File: config.mk
export PLATFORM = sky130hd
export DESIGN_NAME = position_cache_read_sequencer_flat
export DESIGN_NICKNAME = d
export VERILOG_FILES = /design/src/rtl/position_cache_read_sequencer_pkg.sv /design/src/rtl/position_cache_read_sequencer_if.sv /design/src/rtl/position_cache_read_sequencer_valid_delay_line.sv /design/src/rtl/position_cache_read_sequencer.sv /design/src/flat_wrapper.sv
export SDC_FILE = /design/constraint.sdc
export NUM_CORES = 2
export LEC_CHECK = 0
export BUFFER_PORTS_ARGS = -buffer_cell sky130_fd_sc_hd__buf_4
export CAP_MARGIN = 40
export CORE_ASPECT_RATIO = 2
export CORE_MARGIN = 4
export CORE_UTILIZATION = 30
export CTS_CLUSTER_SIZE = 25
export DETAILED_ROUTE_END_ITERATION = 7
export GPL_TIMING_DRIVEN = 0
export PLACE_DENSITY = 0.52
export SETUP_SLACK_MARGIN = 0.4
export SYNTH_ARGS = -nofsm -noshare
export SYNTH_HDL_FRONTEND = slang
export SYNTH_SLANG_ARGS = --single-unit
File: constraint.sdc
create_clock -name clk -period 110.1 [get_ports clk]
set_input_delay 22.02 -clock clk [delete_from_list [all_inputs] [get_ports clk]]
set_output_delay 22.02 -clock clk [all_outputs]
set_load 0.005 [all_outputs]
File: src/rtl/position_cache_read_sequencer_pkg.sv
// md_seq_pkg: shared types and defaults for the position-cache read sequencer.
//   DEF_NUM_CELLS        default number of cells / caches / PEs
//   DEF_PID_W            default particle-index width (cache depth = 2**PID_W)
//   DEF_CACHE_RD_LATENCY default cycles from rd_en to data at the mapping input
//   pid_t / cnt_t        particle index and particle count (one extra bit so a full cache fits)
//   seq_state_t          sequencer FSM states
package md_seq_pkg;

  localparam int DEF_NUM_CELLS        = 64;
  localparam int DEF_PID_W            = 4;
  localparam int DEF_CACHE_RD_LATENCY = 1;

  typedef logic [DEF_PID_W-1:0] pid_t;
  typedef logic [DEF_PID_W:0]   cnt_t;

  typedef enum logic [2:0] {
    IDLE,
    PREP,
    HOME,
    NB,
    FLUSH
  } seq_state_t;

endpackage

File: src/rtl/position_cache_read_sequencer_if.sv
// Bus between the sweep controller / PE array and the read sequencer.
//   start, cell_count, pe_ready     : into the sequencer
//   rd_en, rd_addr, home_phase      : broadcast cache read port
//   data_valid, data_is_home,
//   cell_valid                      : qualifiers aligned with cache read data
//   busy, done                      : sweep status
// slave is the sequencer side, master the controller/PE side.
interface position_cache_read_sequencer_if #(
  parameter int NUM_CELLS = 64,
  parameter int PID_W     = 4
);
  logic                           start;
  logic [NUM_CELLS*(PID_W+1)-1:0] cell_count;
  logic                           pe_ready;
  logic                           rd_en;
  logic [PID_W-1:0]               rd_addr;
  logic                           home_phase;
  logic                           data_valid;
  logic                           data_is_home;
  logic [NUM_CELLS-1:0]           cell_valid;
  logic                           busy;
  logic                           done;

  modport slave (
    input  start, cell_count, pe_ready,
    output rd_en, rd_addr, home_phase, data_valid, data_is_home, cell_valid, busy, done
  );

  modport master (
    output start, cell_count, pe_ready,
    input  rd_en, rd_addr, home_phase, data_valid, data_is_home, cell_valid, busy, done
  );
endinterface

File: src/rtl/position_cache_read_sequencer_valid_delay_line.sv
// valid_delay_line: reset-to-zero shift register that delays a bundle of
// qualifier bits by DEPTH cycles so they line up with cache read data.
//   clk, rst : clock, asynchronous active-high reset
//   din      : WIDTH bits entering this cycle
//   dout     : din from DEPTH cycles ago (zero after reset)
module valid_delay_line #(
  parameter int WIDTH = 8,
  parameter int DEPTH = 1
) (
  input  logic             clk,
  input  logic             rst,
  input  logic [WIDTH-1:0] din,
  output logic [WIDTH-1:0] dout
);

  logic [WIDTH-1:0] stage [DEPTH];

  // Clearing every stage on reset drops any reads still in flight.
  always_ff @(posedge clk or posedge rst) begin
    if (rst) begin
      for (int i = 0; i < DEPTH; i++) stage[i] <= '0;
    end else begin
      stage[0] <= din;
      for (int i = 1; i < DEPTH; i++) stage[i] <= stage[i-1];
    end
  end

  assign dout = stage[DEPTH-1];

endmodule

File: src/rtl/position_cache_read_sequencer.sv
// position_cache_read_sequencer: broadcast read-address sequencer for all
// position caches. For every home index hp it reads the home particle, then
// sweeps every neighbour index np, so all PEs see the same index together.
//   clk, rst : clock, asynchronous active-high reset
//   bus      : slave side of position_cache_read_sequencer_if (see that file)
module position_cache_read_sequencer
  import md_seq_pkg::*;
#(
  parameter int NUM_CELLS        = DEF_NUM_CELLS,
  parameter int PID_W            = DEF_PID_W,
  parameter int CACHE_RD_LATENCY = DEF_CACHE_RD_LATENCY
) (
  input logic clk,
  input logic rst,
  position_cache_read_sequencer_if.slave bus
);

  localparam int CW = PID_W + 1;
  localparam int FW = (CACHE_RD_LATENCY < 2) ? 1 : $clog2(CACHE_RD_LATENCY + 1);

  seq_state_t           state, next_state;
  logic [CW-1:0]        count_reg [NUM_CELLS];
  logic [CW-1:0]        max_cnt;
  logic [PID_W-1:0]     hp, np;
  logic [FW-1:0]        flush_cnt;
  logic                 last_np, last_hp;
  logic                 rd_en, home_phase, done;
  logic [PID_W-1:0]     rd_addr;
  logic [NUM_CELLS-1:0] cmp_mask;
  logic [NUM_CELLS+1:0] delayed;

  // Largest cell population sets the sweep length for every cache.
  always_comb begin
    max_cnt = '0;
    for (int c = 0; c < NUM_CELLS; c++) begin
      if (count_reg[c] > max_cnt) max_cnt = count_reg[c];
    end
  end

  // Only meaningful once max_cnt >= 1, which HOME/NB guarantee.
  assign last_np = ({1'b0, np} == max_cnt - CW'(1));
  assign last_hp = ({1'b0, hp} == max_cnt - CW'(1));

  // State, counters and captured counts. Counters only move on accepted
  // reads, so a stall holds the address.
  always_ff @(posedge clk or posedge rst) begin
    if (rst) begin
      state     <= IDLE;
      hp        <= '0;
      np        <= '0;
      flush_cnt <= '0;
      for (int c = 0; c < NUM_CELLS; c++) count_reg[c] <= '0;
    end else begin
      state     <= next_state;
      flush_cnt <= (state == FLUSH) ? flush_cnt + FW'(1) : '0;
      case (state)
        IDLE: begin
          if (bus.start) begin
            hp <= '0;
            for (int c = 0; c < NUM_CELLS; c++) count_reg[c] <= bus.cell_count[c*CW +: CW];
          end
        end
        HOME: begin
          if (bus.pe_ready) np <= '0;
        end
        NB: begin
          if (bus.pe_ready) begin
            if (last_np) begin
              if (!last_hp) hp <= hp + PID_W'(1);
            end else begin
              np <= np + PID_W'(1);
            end
          end
        end
        default: ;
      endcase
    end
  end

  // Next state and the read port. FLUSH waits out the cache latency so done
  // lands one cycle after the final data_valid.
  always_comb begin
    next_state = state;
    rd_en      = 1'b0;
    rd_addr    = '0;
    home_phase = 1'b0;
    done       = 1'b0;
    case (state)
      IDLE: if (bus.start) next_state = PREP;
      PREP: next_state = (max_cnt == '0) ? FLUSH : HOME;
      HOME: begin
        rd_addr = hp;
        if (bus.pe_ready) begin
          rd_en      = 1'b1;
          home_phase = 1'b1;
          next_state = NB;
        end
      end
      NB: begin
        rd_addr = np;
        rd_en   = bus.pe_ready;
        if (bus.pe_ready && last_np) next_state = last_hp ? FLUSH : HOME;
      end
      FLUSH: begin
        if (flush_cnt == FW'(CACHE_RD_LATENCY)) begin
          done       = 1'b1;
          next_state = IDLE;
        end
      end
      default: next_state = IDLE;
    endcase
  end

  // Per-cell valid: this index exists in that cell. Gated by rd_en so idle
  // cycles carry an all-zero mask through the delay line.
  always_comb begin
    cmp_mask = '0;
    for (int c = 0; c < NUM_CELLS; c++) begin
      cmp_mask[c] = rd_en && ({1'b0, rd_addr} < count_reg[c]);
    end
  end

  valid_delay_line #(
    .WIDTH (NUM_CELLS + 2),
    .DEPTH (CACHE_RD_LATENCY)
  ) u_valid_delay (
    .clk  (clk),
    .rst  (rst),
    .din  ({rd_en, home_phase, cmp_mask}),
    .dout (delayed)
  );

  assign bus.rd_en        = rd_en;
  assign bus.rd_addr      = rd_addr;
  assign bus.home_phase   = home_phase;
  assign bus.done         = done;
  assign bus.busy         = (state != IDLE);
  assign bus.data_valid   = delayed[NUM_CELLS+1];
  assign bus.data_is_home = delayed[NUM_CELLS];
  assign bus.cell_valid   = delayed[NUM_CELLS-1:0];

endmodule

File: src/flat_wrapper.sv
// flat-port wrapper written by rule: the top's interface ports become plain ports
module position_cache_read_sequencer_flat import md_seq_pkg::*;
#(
  parameter int NUM_CELLS        = DEF_NUM_CELLS,
  parameter int PID_W            = DEF_PID_W,
  parameter int CACHE_RD_LATENCY = DEF_CACHE_RD_LATENCY
)
  (clk, rst, bus_start, bus_cell_count, bus_pe_ready, bus_rd_en, bus_rd_addr, bus_home_phase, bus_data_valid, bus_data_is_home, bus_cell_valid, bus_busy, bus_done);
  position_cache_read_sequencer_if #(.NUM_CELLS(NUM_CELLS), .PID_W(PID_W)) bus_i ();
  input logic clk;
  input logic rst;
  input wire logic [$bits(bus_i.start)-1:0] bus_start;
  input wire logic [$bits(bus_i.cell_count)-1:0] bus_cell_count;
  input wire logic [$bits(bus_i.pe_ready)-1:0] bus_pe_ready;
  output wire logic [$bits(bus_i.rd_en)-1:0] bus_rd_en;
  output wire logic [$bits(bus_i.rd_addr)-1:0] bus_rd_addr;
  output wire logic [$bits(bus_i.home_phase)-1:0] bus_home_phase;
  output wire logic [$bits(bus_i.data_valid)-1:0] bus_data_valid;
  output wire logic [$bits(bus_i.data_is_home)-1:0] bus_data_is_home;
  output wire logic [$bits(bus_i.cell_valid)-1:0] bus_cell_valid;
  output wire logic [$bits(bus_i.busy)-1:0] bus_busy;
  output wire logic [$bits(bus_i.done)-1:0] bus_done;
  assign bus_i.start = bus_start;
  assign bus_i.cell_count = bus_cell_count;
  assign bus_i.pe_ready = bus_pe_ready;
  assign bus_rd_en = bus_i.rd_en;
  assign bus_rd_addr = bus_i.rd_addr;
  assign bus_home_phase = bus_i.home_phase;
  assign bus_data_valid = bus_i.data_valid;
  assign bus_data_is_home = bus_i.data_is_home;
  assign bus_cell_valid = bus_i.cell_valid;
  assign bus_busy = bus_i.busy;
  assign bus_done = bus_i.done;
  position_cache_read_sequencer #(.NUM_CELLS(NUM_CELLS), .PID_W(PID_W), .CACHE_RD_LATENCY(CACHE_RD_LATENCY)) u_core (.clk(clk), .rst(rst), .bus(bus_i));
endmodule
==> results.cfg <==
[route]
ant_nets = 0
via_count = 33200
wire_per_inst_um = 22.9
first_iter_violations = 1431
remaining_drc_errors = 0
drt-total-wl_um = 144000
vias_per_cell = 5.28
drt_pass1_iterations = 5

[setup_path]
critPathKind = reg2reg
cp-end-kind = register
path_buf_inv = 55
cpMostUsedCell = ha_1
worstPathArrival_ps = 104050
max_stage_delay_ps = 710
crit_required_ps = 110640
critPathMaxFanout = 10
slowest_stage = or4_1
startpoint_type = register
critical_path.top_delay_family = compound AO/OA/AOI/OAI gates

[status]
run_status = finished, final reports clean

[clock_network]
cts_tree = yes
cts_buffer_depth = 3
clkTransAtPathRegs_ps = 70
root_buffer = clkbuf_16
cts_sinks = 398
clock_latency_ps = 640
hold_buffers = 0
htree_levels = 2
numCtsBuffers = 48

[logic_synthesis]
synth_top_family_by_area = compound AO/OA/AOI/OAI gates
yosys.area_share.simple_pct = 19.2
syn_inst = 4219
ys_seq_area_share_pct = 29.1
syn-num-nets = 5053
synth_xor_area_share_pct = 0.194
synthMuxAreaShare_pct = 3.68
ys_ff_latch = 398
yosys.area_share.adder_pct = 18.6
syn_area_mm2 = 0.0342
synthDistinctLibCells = 105
yosys_warnings = 0
syn_avg_cell_area_um2 = 8.11
synth-edff-count = 0
synthArstFlopShare_pct = 100
synth_compound_area_share_pct = 23.7
ys.flop_type = dfrtp_1

[global_routing]
grt.met2_usage_pct = 44.7
grt_pass1_vias = 34700
grt_start_max_net_pins = 107
overflow = 0
grtUsageMet3_pct = 3.35
track_usage_pct = 23.4
met1_usage_pct = 24.1
antenna_found_initial = 14
grt_pass1_wl_um = 211000
top_usage_layer = met2

[timing]
hold_viol = 0
setup_ws_ps = 6600
period_needed_ps = 103500
grt_setup_unrepaired = no
tightest_slew_ps = 950
relSlewSlack_pct = 36.3
fin_skew_ps = 23.0
tns_ps = 0
finalSetupViolations = 0
maxSlewViolCount = 0
holdWs_ps = 436
finalCritPeriodShare_pct = 94.0
max_freq_ghz = 0.00966

[cells_and_area]
finalInstanceArea_mm2 = 0.0426
layout_common_cells = nand2_1 (578), ha_1 (510), o21ai_0 (448), buf_4 (437), dfrtp_1 (398)
largest_reg_flops = 320
area_delta_synth_final_pct = 24.4
nFillCells = 12000
final_cells = 6296
drive_gt1_share_pct = 17.5
nNetsFinal = 5581
final_common_cell = nand2_1

[floorplanning]
start_util_pct = 30.2
io_pins = 398
die_height_um = 486
die_w_um = 247
fp-row-count = 175
dieArea_mm2 = 0.120
fp.coreArea_mm2 = 0.113

[power_and_ir_drop]
power.leakage_nw = 21.5
powerDensity_mw_per_mm2 = 10.1
ir_drop_mv = 0.0108

[hold_path]
hp-class = reg2reg

[place]
placed_area_mm2 = 0.0398
gp_congestion = 0.931
port_buffers = 397
dpl.hpwl_um = 118000
place_inst = 6163
pre_cts_ws_ps = -4880

[run]
drv_cap = 0
-- worst paths after layout --
kind                                            start                       endpoint  slack [ps]  depth (start not counted)
worst max-delay path            u_core.count_reg[314]                   u_core.hp[2]        6600                        470
worst min-delay path                 u_core.flush_cnt               u_core.flush_cnt         440                          1
worst max register to register  u_core.count_reg[314]                   u_core.hp[2]        6600                        470
worst min register to register       u_core.flush_cnt               u_core.flush_cnt         440                          1
max in group asynchronous                         rst           u_core.count_reg[52]       87380                          4
min in group asynchronous                         rst  u_core.u_valid_delay.dout[28]       21340                          2
-- power breakdown --
part | switching [mW] | internal (mW)
registers | 0.00220 | 0.150
logic | 0.0551 | 0.0418
clock network | 0.0769 | 0.106
-- area by class of cell --
type,count,area (um^2),share of cell area (%)
multi-input cells,3323,23100,54.3
flip-flops and latches,398,9960,23.4
repair buffers,478,3940,9.26
well taps,1504,1880,4.42
inverters,382,1440,3.39
clock buffers,60,1350,3.16
plain buffers,116,464,1.09
clock inverters,27,384,0.902
diodes,8,20.0,0.0470
-- logic make-up (layout without fill, tap and decap cells) --
kind of cell    count (synthesis)  in the layout
flops                         398            398
fa+ha+maj                     510            510
other cells                     0              8
compound gates               1273           1273
mux                           119            119
simple gates                 1415           1415
xor+xnor                        6              6
buf+inv                       498           1063
-- per-stage QoR --
step,total power [mW],util [%]
floorplan,0.196,-
global placement,0.239,34.5
detailed placement,0.253,35.1
CTS,0.439,36.9
global route,0.453,37.5
finish,0.432,37.5
-- Yosys cell counts, types with 28 or more instances --
library cell	count	area share (%)
or2_2	28	0.51
clkbuf_1	106	1.2
o21a_1	52	1.1
mux2_2	52	1.7
a211oi_1	36	0.79
nor3_1	49	0.72
nand2b_1	113	2.1
a21oi_1	246	3.6
nand3_1	68	0.99
nor2_1	341	3.7
a21boi_0	82	1.8
a21o_1	54	1.2
and2_1	35	0.64
and3_1	44	0.80
mux2i_1	66	1.9
ha_1	510	19
inv_1	382	4.2
o21ai_0	458	6.7
nand2_1	579	6.3
nor2b_1	41	0.75
o211ai_1	30	0.66
o21ai_1	32	0.47
a31oi_1	31	0.57
dfrtp_1	398	29
-- worst reg2reg max path, delay by kind of cell, from the launching register on --
kind | cells | cell delay [ps]
flops | 1 | 450
mux | 20 | 6560
buf+inv | 55 | 9300
xor+xnor | 1 | 180
fa+ha+maj | 64 | 18200
simple gates | 127 | 24920
compound gates | 203 | 43810
-- what timing repair did --
action | CTS | global route
hold endpoints to repair | 0 | 0
setup buffers | 11 | 27
resized for setup | 47 | 118
pin swaps | 7 | 15
setup endpoints to repair | 11 | 11
-- metal layers --
layer	up-vias	share of wire, %
met5	-	0.022
met4	6	6.7
met3	371	4.5
met2	913	53
met1	15900	36
li1	16000	-
Note: power is estimated with default switching activity, not from simulation.
